`src/rtl/load_store_unit.sv`:
```
// Load/store unit between a core request port and a word-wide synchronous data memory.
// Handles RISC-V B/H/W/BU/HU formatting, sub-word read-modify-write and access checking.
module load_store_unit #(
  parameter int unsigned DEPTH_WORDS = 1024
) (
  input  logic        clk,
  input  logic        reset,
  input  logic        req_valid,
  output logic        req_ready,
  input  logic        req_write,
  input  logic [2:0]  req_funct3,
  input  logic [31:0] req_addr,
  input  logic [31:0] req_wdata,
  output logic        resp_valid,
  output logic [31:0] resp_rdata,
  output logic        resp_err,
  output logic [31:0] mem_addr,
  output logic        mem_should_write,
  output logic [31:0] mem_write_data,
  input  logic [31:0] mem_read_data
);

  localparam logic [2:0] F3B  = 3'b000;
  localparam logic [2:0] F3H  = 3'b001;
  localparam logic [2:0] F3W  = 3'b010;
  localparam logic [2:0] F3BU = 3'b100;
  localparam logic [2:0] F3HU = 3'b101;

  // One past the last legal byte address; 33 bits so 4*DEPTH_WORDS = 2^32 still compares.
  localparam logic [32:0] AddrLimit = 33'(64'(DEPTH_WORDS) * 64'd4);

  typedef enum logic [2:0] {
    StIdle,
    StRdIssue,
    StRdCapture,
    StWr,
    StResp
  } state_e;

  state_e      state_q;
  logic        write_q;
  logic [2:0]  funct3_q;
  logic [1:0]  lane_q;
  logic [15:0] wdata_q;
  logic [31:0] word_q;
  logic        err_q;

  logic funct3_ok;
  logic misaligned;
  logic out_of_range;
  logic req_err;
  logic word_store;

  always_comb begin
    funct3_ok  = 1'b0;
    misaligned = 1'b0;
    case (req_funct3)
      F3B, F3H, F3W: funct3_ok = 1'b1;
      F3BU, F3HU:    funct3_ok = !req_write;
      default:       funct3_ok = 1'b0;
    endcase
    case (req_funct3)
      F3H, F3HU: misaligned = req_addr[0];
      F3W:       misaligned = |req_addr[1:0];
      default:   misaligned = 1'b0;
    endcase
    out_of_range = {1'b0, req_addr} >= AddrLimit;
    req_err      = !funct3_ok || misaligned || out_of_range;
    word_store   = req_write && (req_funct3 == F3W);
  end

  assign req_ready = (state_q == StIdle);

  function automatic logic [31:0] format_load(input logic [31:0] word, input logic [2:0] f3,
                                              input logic [1:0] lane);
    logic [7:0]  b;
    logic [15:0] h;
    logic [31:0] res;
    b = word[{lane, 3'b000} +: 8];
    h = lane[1] ? word[31:16] : word[15:0];
    case (f3)
      F3B:     res = {{24{b[7]}}, b};
      F3BU:    res = {24'h0, b};
      F3H:     res = {{16{h[15]}}, h};
      F3HU:    res = {16'h0, h};
      default: res = word;
    endcase
    return res;
  endfunction

  function automatic logic [31:0] merge_store(input logic [31:0] word, input logic [15:0] wdata,
                                              input logic [2:0] f3, input logic [1:0] lane);
    logic [31:0] res;
    res = word;
    if (f3 == F3B) begin
      res[{lane, 3'b000} +: 8] = wdata[7:0];
    end else if (lane[1]) begin
      res[31:16] = wdata;
    end else begin
      res[15:0] = wdata;
    end
    return res;
  endfunction

  always_ff @(posedge clk or posedge reset) begin
    if (reset) begin
      state_q          <= StIdle;
      write_q          <= 1'b0;
      funct3_q         <= 3'b000;
      lane_q           <= 2'b00;
      wdata_q          <= 16'h0;
      word_q           <= 32'h0;
      err_q            <= 1'b0;
      resp_valid       <= 1'b0;
      resp_rdata       <= 32'h0;
      resp_err         <= 1'b0;
      mem_addr         <= 32'h0;
      mem_should_write <= 1'b0;
      mem_write_data   <= 32'h0;
    end else begin
      // Pulsed outputs default low; only the state being entered raises them.
      resp_valid       <= 1'b0;
      resp_rdata       <= 32'h0;
      resp_err         <= 1'b0;
      mem_should_write <= 1'b0;
      unique case (state_q)
        StIdle: begin
          if (req_valid) begin
            write_q  <= req_write;
            funct3_q <= req_funct3;
            lane_q   <= req_addr[1:0];
            wdata_q  <= req_wdata[15:0];
            err_q    <= req_err;
            if (req_err) begin
              state_q <= StResp;
            end else begin
              mem_addr <= {2'b00, req_addr[31:2]};
              if (word_store) begin
                state_q          <= StWr;
                mem_should_write <= 1'b1;
                mem_write_data   <= req_wdata;
              end else begin
                state_q <= StRdIssue;
              end
            end
          end
        end
        StRdIssue: begin
          state_q <= StRdCapture;
        end
        StRdCapture: begin
          word_q <= mem_read_data;
          if (write_q) begin
            state_q          <= StWr;
            mem_should_write <= 1'b1;
            mem_write_data   <= merge_store(mem_read_data, wdata_q, funct3_q, lane_q);
          end else begin
            state_q <= StResp;
          end
        end
        StWr: begin
          state_q <= StResp;
        end
        StResp: begin
          state_q    <= StIdle;
          resp_valid <= 1'b1;
          resp_err   <= err_q;
          resp_rdata <= (err_q || write_q) ? 32'h0 : format_load(word_q, funct3_q, lane_q);
        end
        default: begin
          state_q <= StIdle;
        end
      endcase
    end
  end

endmodule
```
`config.mk`:
```
export PLATFORM = sky130hd
export DESIGN_NAME = load_store_unit
export DESIGN_NICKNAME = d
export VERILOG_FILES = /design/src/rtl/load_store_unit.sv
export SDC_FILE = /design/constraint.sdc
export NUM_CORES = 1
export LEC_CHECK = 0
export ABC_AREA = 1
export CORE_ASPECT_RATIO = 0.75
export CORE_UTILIZATION = 64
export DETAILED_ROUTE_END_ITERATION = 10
export DONT_BUFFER_PORTS = 1
export PLACE_DENSITY = 0.79
export SETUP_SLACK_MARGIN = 0.5
export SYNTH_ARGS = -nofsm -noshare
export SYNTH_HDL_FRONTEND = slang
export SYNTH_SLANG_ARGS = --single-unit
```
`constraint.sdc`:
```
create_clock -name clk -period 6.6 [get_ports clk]
set_clock_uncertainty 0.1 [all_clocks]
set_input_delay 1.65 -clock clk [delete_from_list [all_inputs] [get_ports clk]]
set_output_delay 1.65 -clock clk [all_outputs]
set_load 0.01 [all_outputs]
```
==> flow_summary.toml <==
[layout]
fillers = 926
syn_to_final_growth_pct = 7.51
drive_above_1_share = 0.0626
n_antenna_cell = 0
design_area_sq_um = 8210
layout.nets = 1053

[cts]
path_clk_slew_ps = 60
clockRootBuffer = "clkbuf_16"
clockBufferDepth = 2
postCtsSetupBuffers = 0
ctsHtreeMaxLevel = 4
hold_buffers = 0
cts.sinks = 155
cts_tree = "built"
cts-resized-gates = 0
clock_latency_ps = 420
cts_buffers = 17

[power_and_ir_drop]
combPwrFrac = 0.158
p_int_mw = 1.77
peakVddDrop_uv = 189
clkPwrFrac = 0.377
p_leak_nw = 4.36
seqPwrFrac = 0.465
total_power_mw = 2.60
switching_share = 0.319
p_per_area_nw_per_um2 = 316
switching_power_uw = 829

[synth]
synth_area_sq_um = 7630
synth_edf_count = 0
ys_ff_latch = 155
synth_common_cells = "nand2_1 (304), dfrtp_1 (155), inv_1 (107), o21ai_0 (81), nor2_1 (66)"
yosysSeqAreaShare = 0.508
synthFlopType = "dfrtp_1"
syn_avg_cell_area_sq_um = 7.84
yosysTopAreaCell = "dfrtp_1"
yosysTopAreaCellShare = 0.508
synth_cells = 973
synth_cell_type_count = 34
yosysWarningCount = 0
async_flop_share = 1.00
synth_area_leaders = "dfrtp_1 (51%), nand2_1 (15%), o21ai_0 (5.3%)"
synth.most_common_cell = "nand2_1"

[sta]
fmax_ghz = 0.312
tightestPinTransition_ps = 1090
hold_viol_final = 0
whs_ps = 387
setup_viol = 0
relSlewSlack = 0.274
rsz0062_at_grt = "false"
fin_ws_ps = 3400
maxSlewViolCount = 0
fin_tns_setup_ps = 0
fin_crit_sh = 0.485
min_period_ps = 3200

[global_routing]
grt_max_degree = 98
track_usage = 0.322
grt_pass1_wl_mm = 29.8
grt_pass1_vias = 5759
antenna_found_initial = 0
gr-total-overflow = 0

[routing]
wl_per_cell_um = 17.6
drtPass1Iterations = 5
drcViolationCount = 0
drtIter0Drc = 704
viasPerCell = 5.80
wl_mm = 19.7
dr_total_vias = 6499
postRouteAntennaNets = 0

[place]
dp_slack_ps = 2960
dp_hpwl_mm = 13.6
routabilityCongestion = 0.928
portBuffers = 0
post_dp_cell_area_sq_um = 7620

[worst_setup_path]
cp_cell_sequence = "nor2_1, nand2_1, nor2_1, nand2_1, nor2_1, nand2_1, inv_1, nand3_1, nand2_1, nand2_1"
critPathMaxStageDelay_ps = 760
crit_type = "in2reg"
cp_top_family = "simple AND/OR/NAND/NOR gates"
start_kind = "input port"
required_ps = 6810
cp-end-kind = "register"
arrival_ps = 3410
cp_num_buf_inv = 1
cp_common_cell = "nand2_1"
crit_path_top_delay_cell = "nand3_1"
critPathMaxFanout = 30

[die]
die_h_um = 96.6
ios = 203
die_w_um = 128
core_sq_um = 11600
placementRows = 34
start_util = 0.657
die-area_sq_um = 12400

[flow_run]
maxCapViolCount = 0

[min_path]
hold_path.class = "reg2reg"

[status]
outcome = "completed"
==> through the flow <==
stage	std cells	utilization
5_1_grt	1120	0.707
2_1_floorplan	974	-
3_5_place_dp	1088	0.656
6_report	1120	0.707
3_3_place_gp	1088	0.656
4_1_cts	1120	0.707
==> metal layers <==
layer / vias up / global-route usage / part of all wire
met5: - / 0 / 0
met1: 3014 / 0.421 / 0.40
met2: 357 / 0.487 / 0.45
met3: 42 / 0.129 / 0.13
met4: 0 / 0.113 / 0.021
li1: 3086 / - / -
==> worst min-delay path, stage by stage (launching register included) <==
cell and delay, ps:
dfrtp_1 350, nand2_1 60, nand2_1 50
==> path summary, 6_finish.rpt <==
kind / startpoint / endpoint / slack (ps) / cells after the start
max in group asynchronous: reset / wdata_q[9]$_DFFE_PP0P_ / 3940 / 2
max: req_addr[20] / mem_addr[4]$_DFFE_PP0P_ / 3400 / 10
min in group asynchronous: reset / mem_addr[18]$_DFFE_PP0P_ / 1150 / 1
min: word_q[4]$_DFFE_PP0N_ / word_q[4]$_DFFE_PP0N_ / 390 / 2
min reg2reg: word_q[4]$_DFFE_PP0N_ / word_q[4]$_DFFE_PP0N_ / 390 / 2
max reg2reg: state_q[1]$_DFFE_PP0P_ / mem_write_data[19]$_DFFE_PP0P_ / 3530 / 6
==> kinds of logic after synthesis <==
family	count (synthesis)	synth area share
compound gates	217	0.164
fa+ha+maj	5	0.00820
buf+inv	169	0.0915
simple gates	426	0.228
flops	155	0.508
other cells	1	0.000491
==> state kept, by name, indices dropped and copies added, names as in the netlist <==
register          count
write_q               1
wdata_q              16
err_q                 1
mem_addr             30
mem_should_write      1
state_q               3
resp_rdata           32
mem_write_data       32
funct3_q              3
resp_valid            1
word_q               32
resp_err              1
lane_q                2
==> layout by cell type, fill, tap and decap left out, types with 2 or more instances in the layout <==
| master | netlist | final |
|---|---|---|
| nand2_1 | 304 | 304 |
| dfrtp_1 | 155 | 155 |
| inv_1 | 107 | 105 |
| o21ai_0 | 81 | 81 |
| nor2_1 | 66 | 66 |
| a21oi_1 | 45 | 45 |
| nand3_1 | 38 | 38 |
| o211ai_1 | 33 | 33 |
| a31oi_1 | 24 | 24 |
| o21ai_1 | 21 | 21 |
| clkbuf_16 | 0 | 17 |
| inv_2 | 8 | 8 |
| nand4_1 | 7 | 7 |
| o221a_2 | 6 | 6 |
| ha_1 | 5 | 5 |
| buf_4 | 2 | 5 |
| o22ai_1 | 4 | 4 |
| clkinv_4 | 0 | 4 |
| nand2_2 | 3 | 3 |
| inv_6 | 0 | 3 |
| clkinvlp_4 | 0 | 3 |
| nand3_4 | 2 | 2 |
| clkinv_1 | 1 | 2 |
| conb_1 | 1 | 2 |
| bufinv_16 | 0 | 2 |
| clkbuf_1 | 27 | 2 |
==> power by group through the flow <==
stage                     registers (mW)  logic, mW  clock network [mW]
after floorplan                     1.18      0.326                   0
after global placement              1.22      0.385                   0
after detailed placement            1.22      0.396                   0
after CTS                           1.21      0.400               0.981
after global routing                1.22      0.465                1.02
final                               1.21      0.409               0.980
==> layout make-up <==
| type | instances | area (sq um) | share of cell area |
|---|---|---|---|
| clock buffer | 20 | 447 | 0.0544 |
| clock inverter | 12 | 140 | 0.0171 |
| inverter | 116 | 440 | 0.0537 |
| multi-input combinational | 650 | 3060 | 0.373 |
| sequential | 155 | 3880 | 0.473 |
| tap | 162 | 203 | 0.0247 |
| timing repair buffer | 5 | 37.5 | 0.00457 |
Note: power is estimated with default switching activity, not from simulation.
